**src/rtl/tg_sender_pkg.sv**
```systemverilog
// Shared state encodings, protocol characters and ASCII-hex helpers for the
// visor target-load sender.
package tg_sender_pkg;

  localparam logic [7:0] CH_LOAD = 8'h4C;
  localparam logic [7:0] CH_WORD = 8'h3D;
  localparam logic [7:0] CH_EOL  = 8'h0A;

  typedef enum logic [2:0] {
    S_IDLE,
    S_WAIT_L,
    S_SEND_LEN_LO,
    S_SEND_LEN_HI,
    S_WAIT_EQ,
    S_SEND_LO,
    S_SEND_HI,
    S_SKIP_LINE
  } main_state_e;

  typedef enum logic [1:0] {
    T_IDLE,
    T_REQ,
    T_ACK
  } txh_state_e;

  function automatic logic is_send_state(input main_state_e s);
    return (s == S_SEND_LEN_LO) || (s == S_SEND_LEN_HI) ||
           (s == S_SEND_LO)     || (s == S_SEND_HI);
  endfunction

  // Lower-case hex only: the visor echoes words as 0-9 / a-f.
  function automatic logic is_hex(input logic [7:0] c);
    return ((c >= 8'h30) && (c <= 8'h39)) || ((c >= 8'h61) && (c <= 8'h66));
  endfunction

  function automatic logic [3:0] hex_nibble(input logic [7:0] c);
    return (c <= 8'h39) ? c[3:0] : (c[3:0] + 4'd9);
  endfunction

endpackage

```
**src/rtl/tg_tx_handshake.sv**
```systemverilog
// Four-phase load/busy handshake toward the UART transmitter; byte_done_o
// pulses once the transmitter has taken the byte and returned to idle.
module tg_tx_handshake (
  input  logic       clk,
  input  logic       reset_n,
  input  logic       byte_req_i,
  input  logic [7:0] byte_dat_i,
  output logic       byte_done_o,
  output logic [7:0] tx_data_o,
  output logic       tx_load_o,
  input  logic       tx_busy_i
);
  import tg_sender_pkg::*;

  txh_state_e state_q, state_d;
  logic [7:0] data_q, data_d;

  always_ff @(posedge clk) begin
    if (!reset_n) begin
      state_q <= T_IDLE;
      data_q  <= 8'h00;
    end else begin
      state_q <= state_d;
      data_q  <= data_d;
    end
  end

  // A transmitter still busy from elsewhere holds the request in T_IDLE.
  always_comb begin
    state_d = state_q;
    data_d  = data_q;
    case (state_q)
      T_IDLE: begin
        if (byte_req_i && !tx_busy_i) begin
          state_d = T_REQ;
          data_d  = byte_dat_i;
        end
      end
      T_REQ: begin
        if (tx_busy_i) state_d = T_ACK;
      end
      T_ACK: begin
        if (!tx_busy_i) state_d = T_IDLE;
      end
      default: state_d = T_IDLE;
    endcase
  end

  // Kept out of the next-state block so the request path stays acyclic.
  assign byte_done_o = (state_q == T_ACK) && !tx_busy_i;
  assign tx_load_o   = (state_q == T_REQ);
  assign tx_data_o   = data_q;

endmodule

```
**src/rtl/tg_image_sender.sv**
```systemverilog
// Host side of the visor UART target-load protocol: streams an image from a ROM,
// paced by visor prompts. TG_SENDER_ECHO_CHECK_EN adds echo-line verification.
module tg_image_sender
  import tg_sender_pkg::*;
#(
  parameter int         ADDR_W      = 16,
  parameter logic [7:0] PROMPT_LOAD = CH_LOAD,
  parameter logic [7:0] PROMPT_WORD = CH_WORD,
  parameter logic [7:0] EOL_CHAR    = CH_EOL
) (
  input  logic              clk,
  input  logic              reset_n,
  input  logic              start,
  input  logic [15:0]       len,
  output logic              busy,
  output logic              done,
  output logic              err,
  output logic [ADDR_W-1:0] img_addr,
  input  logic [15:0]       img_data,
  output logic [7:0]        tx_data,
  output logic              tx_load,
  input  logic              tx_busy,
  input  logic [7:0]        rx_data,
  input  logic              rx_valid
);

  main_state_e       state_q, state_d;
  logic [15:0]       wcnt_q, wcnt_d;
  logic [ADDR_W-1:0] addr_q, addr_d;
  logic [15:0]       wreg_q, wreg_d;
  logic              busy_q, busy_d;
  logic              done_q, done_d;
  logic              err_q, err_d;
  logic              echo_ok;

  logic              byte_req;
  logic [7:0]        byte_dat;
  logic              byte_done;

`ifdef TG_SENDER_ECHO_CHECK_EN
  logic [1:0]        eq_cnt_q, eq_cnt_d;
  logic [2:0]        ndig_q, ndig_d;
  logic [15:0]       echo_q, echo_d;

  always_ff @(posedge clk) begin
    if (!reset_n) begin
      eq_cnt_q <= 2'd0;
      ndig_q   <= 3'd0;
      echo_q   <= 16'h0000;
    end else begin
      eq_cnt_q <= eq_cnt_d;
      ndig_q   <= ndig_d;
      echo_q   <= echo_d;
    end
  end
`endif

  always_ff @(posedge clk) begin
    if (!reset_n) begin
      state_q <= S_IDLE;
      wcnt_q  <= 16'h0000;
      addr_q  <= '0;
      wreg_q  <= 16'h0000;
      busy_q  <= 1'b0;
      done_q  <= 1'b0;
      err_q   <= 1'b0;
    end else begin
      state_q <= state_d;
      wcnt_q  <= wcnt_d;
      addr_q  <= addr_d;
      wreg_q  <= wreg_d;
      busy_q  <= busy_d;
      done_q  <= done_d;
      err_q   <= err_d;
    end
  end

  always_comb begin
    state_d = state_q;
    wcnt_d  = wcnt_q;
    addr_d  = addr_q;
    wreg_d  = wreg_q;
    busy_d  = busy_q;
    done_d  = 1'b0;
    err_d   = 1'b0;
`ifdef TG_SENDER_ECHO_CHECK_EN
    eq_cnt_d = eq_cnt_q;
    ndig_d   = ndig_q;
    echo_d   = echo_q;
    echo_ok  = (ndig_q == 3'd4) && (echo_q == wreg_q);
    if (state_q != S_SKIP_LINE) begin
      eq_cnt_d = 2'd0;
      ndig_d   = 3'd0;
      echo_d   = 16'h0000;
    end
`else
    echo_ok  = 1'b1;
`endif

    case (state_q)
      S_IDLE: begin
        // A zero length would wrap the counter through 65536 words.
        if (start) begin
          if (len != 16'd0) begin
            wcnt_d  = len;
            addr_d  = '0;
            busy_d  = 1'b1;
            state_d = S_WAIT_L;
          end else begin
            err_d = 1'b1;
          end
        end
      end
      S_WAIT_L: begin
        if (rx_valid && (rx_data == PROMPT_LOAD)) state_d = S_SEND_LEN_LO;
      end
      S_SEND_LEN_LO: begin
        if (byte_done) state_d = S_SEND_LEN_HI;
      end
      S_SEND_LEN_HI: begin
        if (byte_done) state_d = S_WAIT_EQ;
      end
      S_WAIT_EQ: begin
        if (rx_valid && (rx_data == PROMPT_WORD)) begin
          wreg_d  = img_data;
          state_d = S_SEND_LO;
        end
      end
      S_SEND_LO: begin
        if (byte_done) state_d = S_SEND_HI;
      end
      S_SEND_HI: begin
        if (byte_done) state_d = S_SKIP_LINE;
      end
      S_SKIP_LINE: begin
        if (rx_valid) begin
          if (rx_data == EOL_CHAR) begin
            wcnt_d = wcnt_q - 16'd1;
            addr_d = addr_q + 1'b1;
            if (!echo_ok) begin
              err_d   = 1'b1;
              busy_d  = 1'b0;
              state_d = S_IDLE;
            end else if (wcnt_q == 16'd1) begin
              done_d  = 1'b1;
              busy_d  = 1'b0;
              state_d = S_IDLE;
            end else begin
              state_d = S_WAIT_EQ;
            end
          end
`ifdef TG_SENDER_ECHO_CHECK_EN
          // The request '=' consumed in WAIT_EQ was the first; digits follow the second.
          else if (rx_data == PROMPT_WORD) begin
            if (eq_cnt_q != 2'd2) eq_cnt_d = eq_cnt_q + 2'd1;
          end else if ((eq_cnt_q == 2'd1) && (ndig_q != 3'd4) && is_hex(rx_data)) begin
            echo_d = {echo_q[11:0], hex_nibble(rx_data)};
            ndig_d = ndig_q + 3'd1;
          end
`endif
        end
      end
      default: state_d = S_IDLE;
    endcase
  end

  // Requests follow the next state so the first byte loads one cycle after 'L'.
  assign byte_req = is_send_state(state_d);

  always_comb begin
    byte_dat = 8'h00;
    case (state_d)
      S_SEND_LEN_LO: byte_dat = wcnt_q[7:0];
      S_SEND_LEN_HI: byte_dat = wcnt_q[15:8];
      S_SEND_LO:     byte_dat = wreg_d[7:0];
      S_SEND_HI:     byte_dat = wreg_q[15:8];
      default:       byte_dat = 8'h00;
    endcase
  end

  tg_tx_handshake u_txh (
    .clk         (clk),
    .reset_n     (reset_n),
    .byte_req_i  (byte_req),
    .byte_dat_i  (byte_dat),
    .byte_done_o (byte_done),
    .tx_data_o   (tx_data),
    .tx_load_o   (tx_load),
    .tx_busy_i   (tx_busy)
  );

  assign busy     = busy_q;
  assign done     = done_q;
  assign err      = err_q;
  assign img_addr = addr_q;

endmodule

```
**config.mk**
```make
export PLATFORM = sky130hd
export DESIGN_NAME = tg_image_sender
export DESIGN_NICKNAME = d
export VERILOG_FILES = /design/src/rtl/tg_sender_pkg.sv /design/src/rtl/tg_tx_handshake.sv /design/src/rtl/tg_image_sender.sv
export SDC_FILE = /design/constraint.sdc
export NUM_CORES = 1
export LEC_CHECK = 0
export BUFFER_PORTS_ARGS = -buffer_cell sky130_fd_sc_hd__buf_4
export CORE_MARGIN = 2
export CORE_UTILIZATION = 30
export DETAILED_ROUTE_END_ITERATION = 8
export GPL_ROUTABILITY_DRIVEN = 1
export PLACE_DENSITY = 0.53
export SLEW_MARGIN = 15
export SYNTH_ARGS = -nofsm -noshare
export SYNTH_HDL_FRONTEND = slang
export SYNTH_HIERARCHICAL = 1
export SYNTH_SLANG_ARGS = --single-unit
export TNS_END_PERCENT = 10
```
**constraint.sdc**
```tcl
create_clock -name clk -period 6.95 [get_ports clk]
set_input_delay 1.39 -clock clk [delete_from_list [all_inputs] [get_ports clk]]
set_output_delay 1.39 -clock clk [all_outputs]
set_load 0.02 [all_outputs]
```
==> results.py <==
metrics = {
    "die": {
        "fp.dieW_um": 113,
        "io_pins": 73,
        "die_area_sq_um": 12700,
        "initial_core_util_pct": 30.9,
        "num_rows": 39,
        "die_y_um": 113,
        "core_area_sq_um": 11500,
    },
    "cts": {
        "clockRootBuffer": "clkbuf_16",
        "cts-hold-fix-buffers": 0,
        "clk_path_buf_depth": 2,
        "cts_setup_buffers": 0,
        "htree_num_levels": 3,
        "clkTransAtPathRegs_ns": 0.05,
        "post_cts_resized": 0,
        "clock_latency_ns": 0.33,
        "cts_tree": "done",
        "cts_buffers": 9,
        "cts_sinks": 64,
    },
    "sta": {
        "tightest_slew_ns": 1.11,
        "rsz0062_at_grt": "false",
        "setup_viol": 0,
        "hold_ws_ns": 0.457,
        "fin_tns_setup_ns": 0,
        "period_share_pct": 67.5,
        "fmax_mhz": 213,
        "final-max-slew-violation-count": 0,
        "hold_viol_final": 0,
        "post-route-min-period_ns": 4.69,
        "finalClockSkew_ns": 0.00550,
        "max_slew_margin_pct": 25.6,
    },
    "cells_and_area": {
        "post-route-util_pct": 38.6,
        "final_cell_mix": "75 x buf_4, 64 x dfxtp_1, 62 x nand2_1",
        "fill_cells": 1188,
        "fin_nets": 536,
        "syn_to_final_growth_pct": 24.9,
        "drive_gt1_share_pct": 24.2,
        "final_common_cell": "buf_4",
        "layout.cells.non_filler": 635,
        "antennaDiodeCount": 0,
    },
    "pwr": {
        "ir_drop_mv": 0.108,
        "power_leakage_nw": 1.73,
        "combPwrFrac_pct": 11.7,
        "p_sw_uw": 246,
        "power.total_uw": 974,
        "switching_share_pct": 25.3,
        "share_clk_of_total_power_pct": 48.2,
        "power-per-cell-area_nw_per_um2": 220,
        "intPower_uw": 728,
        "power_frac_seq_pct": 40.1,
    },
    "yosys": {
        "syn_avg_cell_area_sq_um": 8.31,
        "netlist_instances": 427,
        "synth-seq-cells": 64,
        "syn_nets": 475,
        "yosysUniqueCellTypes": 60,
        "async_reset_ff_share_pct": 0,
        "synth_edf_count": 0,
        "ys.flop_type": "dfxtp_1",
        "yosysWarnings": 6,
        "syn_area_sq_um": 3550,
        "ys_seq_area_share_pct": 36.1,
    },
    "grt": {
        "grt_pass1_wl_mm": 16.2,
        "overflow": 0,
        "grt_pass1_vias": 3192,
        "grt_max_degree": 36,
        "grt_use_total_pct": 16.0,
        "antenna_found_initial": 0,
    },
    "setup_path": {
        "worst_ep_required_time_ns": 7.21,
        "worstPathArrival_ns": 4.95,
        "crit_type": "in -> reg",
        "cp-start-kind": "input port",
        "regToRegEndpoint": "u_txh/tx_data_o[6]",
        "path_max_fanout": 18,
        "endpoint_kind": "flop",
        "r2r_cells": 9,
        "r2r-start": "u_txh/state_q[1]",
        "r2r_setup_slack_ns": 2.99,
    },
    "min_path": {
        "hold-path-cell-count": 2,
        "worstHoldStart": "u_txh/tx_data_o[7]",
        "hold_end": "u_txh/tx_data_o[7]",
        "hp-class": "reg -> reg",
    },
    "routing": {
        "postRouteAntennaNets": 0,
        "num_vias": 3242,
        "drc": 0,
        "wl_per_cell_um": 15.6,
        "dr.pass1.iters": 4,
        "via_per_inst": 5.11,
        "totalWireLength_mm": 9.90,
        "drtIter0Drc": 129,
    },
    "run_status": {
        "status": "complete, no violations",
    },
    "run": {
        "drv_cap": 0,
    },
    "place": {
        "place_congestion": 0.820,
        "place_hpwl_mm": 7.05,
        "port-buffer-count": 72,
        "post-place-cells": 620,
    },
}
-- worst max-delay path, cell delays in order --
cell and delay [ns]:
buf_4 0.13, nor3b_1 0.69, and3b_1 0.26, nor3_1 0.18, a21oi_1 0.09, o41ai_4 0.77
o21bai_1 0.16, nand2_1 0.12, nor4b_2 0.89, mux2i_1 0.27
-- flip-flops by register name, indices dropped and copies added, names as in the netlist --
signal and cells:
u_txh/state_q 2, wcnt_q 16, u_txh/tx_data_o 8, img_addr 16
err 1, state_q 3, done 1, busy 1
wreg_q 16
-- cells in the mapped netlist (all sizes together), types with 2 or more instances --
| cell type | instances | area share [%] |
|---|---|---|
| clkbuf | 16 | 2.8 |
| mux2 | 15 | 4.8 |
| o21ai | 18 | 2.5 |
| nor2b | 2 | 0.35 |
| ha | 3 | 1.1 |
| nor3 | 15 | 2.1 |
| o221ai | 2 | 0.49 |
| nand3 | 10 | 1.4 |
| nand4 | 8 | 1.4 |
| nor2 | 52 | 5.5 |
| nor4b | 3 | 0.92 |
| xor2 | 10 | 2.5 |
| a22o | 2 | 0.49 |
| or3b | 2 | 0.49 |
| dfxtp | 64 | 36 |
| nor3b | 2 | 0.42 |
| and4 | 3 | 0.78 |
| a22oi | 13 | 2.8 |
| o211ai | 2 | 0.42 |
| buf | 9 | 1.9 |
| and3 | 7 | 1.3 |
| mux2i | 17 | 4.8 |
| inv | 7 | 0.74 |
| o22ai | 8 | 1.4 |
| nand2 | 62 | 6.6 |
| nor4bb | 2 | 0.56 |
| or3 | 4 | 1.0 |
| and2 | 9 | 1.6 |
| nor4 | 6 | 1.1 |
| o31ai | 2 | 0.81 |
| a31oi | 4 | 0.71 |
| xnor2 | 6 | 1.5 |
| o221a | 2 | 0.63 |
| o41ai | 4 | 1.5 |
| or2b | 2 | 0.49 |
| a21oi | 22 | 3.2 |
-- metal layers --
metal  vias up  global-route usage [%]  part of all wire (%)  routed length (um)
met4         0                    4.96                   1.5                 148
met3        12                    4.34                   4.7                 465
met2        64                    26.1                    47                4680
met1      1515                    20.7                    47                4610
met5         -                       0                     0                   0
li1       1651                       -                     -                   -
-- area by class of cell --
cell class,instances,area (sq um),share of cell area (%)
Inverter,7,26.3,0.593
Timing Repair Buffer,75,563,12.7
Clock buffer,12,267,6.02
Tap cell,143,179,4.04
Multi-Input combinational cell,331,2070,46.8
Clock inverter,3,40.0,0.904
Sequential cell,64,1280,28.9
-- metrics by stage --
step | worst slack [ns] | cell area [sq um]
6_report | 2.26 | 4430
5_1_grt | 1.96 | 4430
4_1_cts | 2.27 | 4430
3_5_place_dp | 1.96 | 4120
3_3_place_gp | 2.13 | 4120
2_1_floorplan | 3.22 | 3550
-- cells by family (layout without fill, tap and decap cells) --
logic type,after synthesis,count (layout),synth area share [%]
adder cells (fa/ha/maj),3,3,1.06
AO/OA/AOI/OAI,85,85,16.4
AND/OR/NAND/NOR,195,195,27.4
multiplexers,32,32,9.56
buffers and inverters,32,97,5.43
flip-flops,64,64,36.1
XOR/XNOR,16,16,3.95
-- worst max path at each step --
stage                       start  depth (start not counted)                 end
after detailed placement  tx_busy                         10  u_txh/tx_data_o[4]
after CTS                 tx_busy                         10  u_txh/tx_data_o[6]
after global routing      tx_busy                         10  u_txh/tx_data_o[0]
final                     tx_busy                         10  u_txh/tx_data_o[6]
after floorplan           tx_busy                         11  u_txh/tx_data_o[0]
after global placement    tx_busy                         10  u_txh/tx_data_o[4]
-- power by group through the flow --
stage / logic [mW] / registers (mW) / clock network, mW
floorplan: 0.0737 / 0.394 / 0
finish: 0.114 / 0.390 / 0.470
global route: 0.129 / 0.392 / 0.490
CTS: 0.115 / 0.390 / 0.478
global placement: 0.113 / 0.398 / 0
detailed placement: 0.115 / 0.398 / 0
Note: power is estimated with default switching activity, not from simulation.
